**src/rtl/alu_uart_interface.sv**
```systemverilog
// alu_uart_interface
//   Frames bytes coming from a UART RX FIFO into ALU operands and an opcode,
//   and pushes the ALU result into the UART TX FIFO. A frame is three RX
//   bytes: DATA_A, DATA_B, OP. Only the low NB_INTERFACE_OP bits of OP are
//   kept. Every frame produces one TX byte.
//
//   FIFO handshake: an RX byte is valid while i_interface_fiforx_EMPTY is 0,
//   and it is consumed on the rising edge where o_interface_fiforx_READ is 1.
//   A TX byte is accepted on the rising edge where o_interface_fifotx_WRITE
//   is 1. WRITE is only raised while i_interface_fifotx_FULL is 0, so every
//   asserted WRITE is a completed push.
//
//   Optional feature: define INTERFACE_TIMEOUT_EN to abort a partial frame
//   after TIMEOUT_CYCLES idle cycles waiting for DATA_B or OP. Without it the
//   block waits forever and o_interface_TIMEOUT is tied to 0.
//
// Ports
//   i_clk                        clock, rising edge
//   i_reset                      asynchronous reset, active low
//   i_interface_fiforx_EMPTY     RX FIFO empty flag
//   i_interface_fiforx_READDATA  RX FIFO head byte
//   i_interface_fifotx_FULL      TX FIFO full flag
//   i_interface_alu_RESULT       combinational ALU result
//   o_interface_fiforx_READ      RX FIFO pop strobe
//   o_interface_fifotx_WRITE     TX FIFO push strobe
//   o_interface_fifotx_WRITEDATA byte pushed to the TX FIFO
//   o_interface_alu_DATAA/B      registered ALU operands
//   o_interface_alu_OP           registered ALU opcode
//   o_interface_BUSY             frame in progress (state other than GET_A)
//   o_interface_TIMEOUT          one-cycle pulse when a partial frame is aborted
//   o_interface_state            current FSM state, for debug/observation
//                                (0 GET_A, 1 GET_B, 2 GET_OP, 3 EXEC, 4 SEND)
module alu_uart_interface #(
    parameter int NB_INTERFACE_DATA    = 8,
    parameter int NB_INTERFACE_OP      = 6,
    parameter int NB_INTERFACE_TIMEOUT = 16,
    parameter int TIMEOUT_CYCLES       = 50000
) (
    input  logic                         i_clk,
    input  logic                         i_reset,
    input  logic                         i_interface_fiforx_EMPTY,
    input  logic [NB_INTERFACE_DATA-1:0] i_interface_fiforx_READDATA,
    input  logic                         i_interface_fifotx_FULL,
    input  logic [NB_INTERFACE_DATA-1:0] i_interface_alu_RESULT,
    output logic                         o_interface_fiforx_READ,
    output logic                         o_interface_fifotx_WRITE,
    output logic [NB_INTERFACE_DATA-1:0] o_interface_fifotx_WRITEDATA,
    output logic [NB_INTERFACE_DATA-1:0] o_interface_alu_DATAA,
    output logic [NB_INTERFACE_DATA-1:0] o_interface_alu_DATAB,
    output logic [NB_INTERFACE_OP-1:0]   o_interface_alu_OP,
    output logic                         o_interface_BUSY,
    output logic                         o_interface_TIMEOUT,
    output logic [2:0]                   o_interface_state
);

    typedef enum logic [2:0] {
        ST_GET_A  = 3'd0,
        ST_GET_B  = 3'd1,
        ST_GET_OP = 3'd2,
        ST_EXEC   = 3'd3,
        ST_SEND   = 3'd4
    } state_t;

    state_t state;
    state_t state_next;
    logic   read;
    logic   write;
    logic   busy;
    logic   timeout_hit;

    // State register
    always_ff @(posedge i_clk or negedge i_reset) begin
        if (!i_reset) begin
            state <= ST_GET_A;
        end else begin
            state <= state_next;
        end
    end

    // Next-state logic
    always_comb begin
        state_next = state;
        case (state)
            ST_GET_A:  if (read) state_next = ST_GET_B;
            ST_GET_B: begin
                if (read)             state_next = ST_GET_OP;
                else if (timeout_hit) state_next = ST_GET_A;
            end
            ST_GET_OP: begin
                if (read)             state_next = ST_EXEC;
                else if (timeout_hit) state_next = ST_GET_A;
            end
            ST_EXEC:   state_next = ST_SEND;
            ST_SEND:   if (!i_interface_fifotx_FULL) state_next = ST_GET_A;
            default:   state_next = ST_GET_A;
        endcase
    end

    // Output logic. READ is gated by reset so that a non-empty RX FIFO does
    // not produce a pop strobe while the block is held in reset.
    always_comb begin
        read  = 1'b0;
        write = 1'b0;
        busy  = 1'b1;
        case (state)
            ST_GET_A: begin
                read = i_reset & ~i_interface_fiforx_EMPTY;
                busy = 1'b0;
            end
            ST_GET_B, ST_GET_OP: read = i_reset & ~i_interface_fiforx_EMPTY;
            ST_SEND:             write = ~i_interface_fifotx_FULL;
            default: ;
        endcase
    end

    assign o_interface_fiforx_READ  = read;
    assign o_interface_fifotx_WRITE = write;
    assign o_interface_BUSY         = busy;
    assign o_interface_state        = state;

    // Operand / opcode capture and result register. Each register only
    // changes when its own byte arrives, so values stay put until the next
    // frame overwrites them.
    always_ff @(posedge i_clk or negedge i_reset) begin
        if (!i_reset) begin
            o_interface_alu_DATAA        <= '0;
            o_interface_alu_DATAB        <= '0;
            o_interface_alu_OP           <= '0;
            o_interface_fifotx_WRITEDATA <= '0;
        end else begin
            if (read && state == ST_GET_A)  o_interface_alu_DATAA <= i_interface_fiforx_READDATA;
            if (read && state == ST_GET_B)  o_interface_alu_DATAB <= i_interface_fiforx_READDATA;
            if (read && state == ST_GET_OP) o_interface_alu_OP    <= i_interface_fiforx_READDATA[NB_INTERFACE_OP-1:0];
            if (state == ST_EXEC)           o_interface_fifotx_WRITEDATA <= i_interface_alu_RESULT;
        end
    end

`ifdef INTERFACE_TIMEOUT_EN
    localparam logic [NB_INTERFACE_TIMEOUT-1:0] TIMEOUT_LAST =
        NB_INTERFACE_TIMEOUT'(TIMEOUT_CYCLES - 1);

    logic [NB_INTERFACE_TIMEOUT-1:0] idle_cnt;
    logic                            timeout_q;
    logic                            waiting;

    // Only a stalled partial frame counts; any pop means the RX side is
    // alive, and EMPTY=0 in these states always pops.
    assign waiting     = (state == ST_GET_B || state == ST_GET_OP) && i_interface_fiforx_EMPTY;
    assign timeout_hit = waiting && (idle_cnt == TIMEOUT_LAST);

    always_ff @(posedge i_clk or negedge i_reset) begin
        if (!i_reset) begin
            idle_cnt  <= '0;
            timeout_q <= 1'b0;
        end else begin
            timeout_q <= timeout_hit;
            if (!waiting || timeout_hit) idle_cnt <= '0;
            else                         idle_cnt <= idle_cnt + 1'b1;
        end
    end

    assign o_interface_TIMEOUT = timeout_q;
`else
    assign timeout_hit         = 1'b0;
    assign o_interface_TIMEOUT = 1'b0;
`endif

endmodule

```
**config.mk**
```make
export PLATFORM = sky130hd
export DESIGN_NAME = alu_uart_interface
export DESIGN_NICKNAME = d
export VERILOG_FILES = /design/src/rtl/alu_uart_interface.sv
export SDC_FILE = /design/constraint.sdc
export NUM_CORES = 1
export LEC_CHECK = 0
export BUFFER_PORTS_ARGS = -buffer_cell sky130_fd_sc_hd__buf_2
export CAP_MARGIN = 25
export CORE_ASPECT_RATIO = 1.2
export CORE_UTILIZATION = 49
export CTS_CLUSTER_SIZE = 12
export DETAILED_ROUTE_END_ITERATION = 7
export HOLD_SLACK_MARGIN = 0.02
export PLACE_DENSITY = 0.81
export SLEW_MARGIN = 20
export SYNTH_ARGS = -nofsm -noshare
export SYNTH_HDL_FRONTEND = slang
export SYNTH_SLANG_ARGS = --single-unit
```
**constraint.sdc**
```tcl
create_clock -name i_clk -period 2.4 [get_ports i_clk]
set_clock_uncertainty 0.15 [all_clocks]
set_input_delay 0.48 -clock i_clk [delete_from_list [all_inputs] [get_ports i_clk]]
set_output_delay 0.48 -clock i_clk [all_outputs]
set_load 0.01 [all_outputs]
```
==> reports/qor.yml <==
run_status: "complete, no violations"
final_layout_size_suffix_gt1_frac: 0.6622
fillCellCount: 213
irDropWorstVdd_mv: 0.8698
antenna_found_initial: 0
route.detailed.drc: 0
syn_inst: 85
grt_start_max_net_pins: 35
ant_nets: 0
asyncSetResetFlopFracSynth: 1.000
busiest_layer: "met2"
grt_pass1_vias: 905
synth_nets: 105
dieWidth_um: 49.04
detail_route.wl_per_cell_um: 13.14
r2r-start: "o_interface_state[2]"
critPathCaptureType: "output port"
cts_max_level: 2
clk_root_buffer_cell: "clkbuf_4"
crit_path_top_delay_cell: "dfrtp_1"
path_cells: "nor3b_4 > a21boi_0 > buf_2"
grt_remaining_overflow: 0
holdBufCountCts: 0
synth_top_area_frac: 0.6346
regToRegEndpoint: "o_interface_alu_OP[2]"
die_height_um: 58.45
finalSetupTns_ps: 0
seq_area_frac_synth: 0.6346
use_met3: 0.04910
ys_seq_elements: 33
post_cts.repair.setup_buffers: 0
drt_total_wl_um: 2378
ff2ff_path_depth: 3
die_area_um2: 2866
multiInputGateArea_um2: 464.2
first_pass_grt_wire_length_um: 4098
drt-initial-drc-count: 16
tritoncts_clock_tree: "yes"
clock_latency_ps: 320
cts.sinks: 33
total_inserted_antenna_cells: 0
yosysMostFrequentCell: "dfrtp_1"
synth_area_um2: 1301
drt-pass1-iter-count: 4
yosysWarnings: 0
finalCritPeriodShare: 0.8852
crit_path_start_kind: "register"
fin_worst_hold_slack_ps: 38.83
core_region_area_um2: 2527
finalWorstPathRequiredPeriod_ps: 2124
grt_use_met2: 0.3611
cts_repair_resized_insts: 0
fin_util: 0.6738
detailed_place_hpwl_um: 1808
leakage_uw: 0.0008644
area_delta_synth_final_pct: 30.87
gp_routability_congestion: 0.7389
worst_setup_hold_path_clk_slew_ps: 100
vias: 884
worst-path-max-fanout: 8
layout.area.seq_um2: 825.8
via_per_inst: 4.884
highest_achievable_clock_rate_mhz: 470.7
ys_dominant_reg_cell: "dfrtp_1"
critical_path.max_stage_delay_ps: 480
tritoncts_buffer_count: 5
synth-edff-count: 0
starting_density: 0.5149
cell_types_with_the_largest_area_share_after_synthesis: "dfrtp_1 63%, mux2_2 26%, nor2b_1 1.4%"
maxCapViolCount: 0
power-per-cell-area_nw_per_um2: 1352
critical_path_class: "register to output port"
synthesis.area_per_instance_um2: 15.31
min_path_type: "primary input to async pin"
netlist-cell-type-count: 16
setup-violations-final: 0
synthDominantAreaCellType: "dfrtp_1"
crit_required_ps: 1770
globalRouteTotalUtil: 0.1974
netlist_top_cells_count: "33 x dfrtp_1, 30 x mux2_2, 4 x nor2_1"
clockBufferDepth: 2
fp-row-count: 20
report.power.total_uw: 2303
met1_routing_resource_usage_after_global_routing: 0.2069
port-buffer-count: 55
reg2reg_setup_slack_ps: 760
timing.final.max_slew_violations: 0
io-pin-count: 57
num-nets-final: 167
report.final.hold_viol_count: 0
arrival_ps: 1490
rsz_0062_raised_after_global_routing: "no"
[through the flow]
| step | setup slack (ps) | cell area (µm²) | std cells |
|---|---|---|---|
| 5_1_grt | 176.1 | 1703 | 181 |
| 2_1_floorplan | 680.8 | 1301 | 85 |
| 6_report | 275.6 | 1703 | 181 |
| 3_3_place_gp | 602.5 | 1618 | 173 |
| 3_5_place_dp | 492.3 | 1618 | 173 |
| 4_1_cts | 227.1 | 1703 | 181 |
[where the power goes]
group          total [µW]  internal, µW  switching (µW)
Clock                 419           249             170
Combinational         907           479             428
Sequential            977           830             147
[metal layers]
| layer | share of wire | routed length, µm |
|---|---|---|
| met5 | 0 | 0 |
| met4 | 0.019 | 46 |
| met3 | 0.032 | 76 |
| met2 | 0.56 | 1343 |
| met1 | 0.38 | 911 |
[worst max-delay path by stage]
stage | from | end | slack [ps] | cells after the start
final | o_interface_state[2] | o_interface_fiforx_READ | 280 | 3
after global routing | o_interface_state[2] | o_interface_fiforx_READ | 180 | 3
after CTS | o_interface_state[2] | o_interface_fiforx_READ | 230 | 3
after detailed placement | i_interface_fiforx_EMPTY | o_interface_fiforx_READ | 490 | 4
after global placement | i_interface_fiforx_EMPTY | o_interface_fiforx_READ | 600 | 4
after floorplan | o_interface_state[2] | o_interface_fiforx_READ | 680 | 2
[registers in the layout, indices dropped and copies added, names as in the netlist]
register and flops:
o_interface_state 3, o_interface_alu_DATAA 8, o_interface_fifotx_WRITEDATA 8, o_interface_alu_OP 6
o_interface_alu_DATAB 8
[final cells by class]
cell class | instances | area share
clock buffers | 7 | 0.03233
clock inverters | 1 | 0.01763
inverters | 1 | 0.002204
multi-input cells | 50 | 0.2726
flip-flops and latches | 33 | 0.4849
well taps | 33 | 0.02425
repair buffers | 56 | 0.1661
[cell usage in the layout (no fill, tap or decap)]
master,netlist,layout
buf_2,0,55
dfrtp_1,33,33
mux2_2,30,30
clkbuf_4,0,5
nor2_1,4,4
nand2_1,3,3
nor2b_1,3,3
nand2_2,2,2
or3_2,1,1
nor3b_4,1,1
a21boi_0,1,1
a21oi_1,1,1
inv_1,1,1
mux2i_1,1,1
nand3b_2,1,1
nand3_1,1,1
conb_1,1,1
bufinv_16,0,1
clkbuf_8,0,1
clkbuf_1,0,1
buf_4,1,1
[cell families after synthesis]
family / share of synthesized area
other: 0.002882
AND/OR/NAND/NOR: 0.07692
flip-flops: 0.6346
buffers and inverters: 0.008653
multiplexers: 0.2673
AO/OA/AOI/OAI: 0.009614
[critical path, delay by kind of cell, from the launching register on]
kind / cells / cell delay [ps]
compound gates: 1 / 230
buf+inv: 1 / 160
flops: 1 / 480
simple gates: 1 / 300
Note: power is estimated with default switching activity, not from simulation.
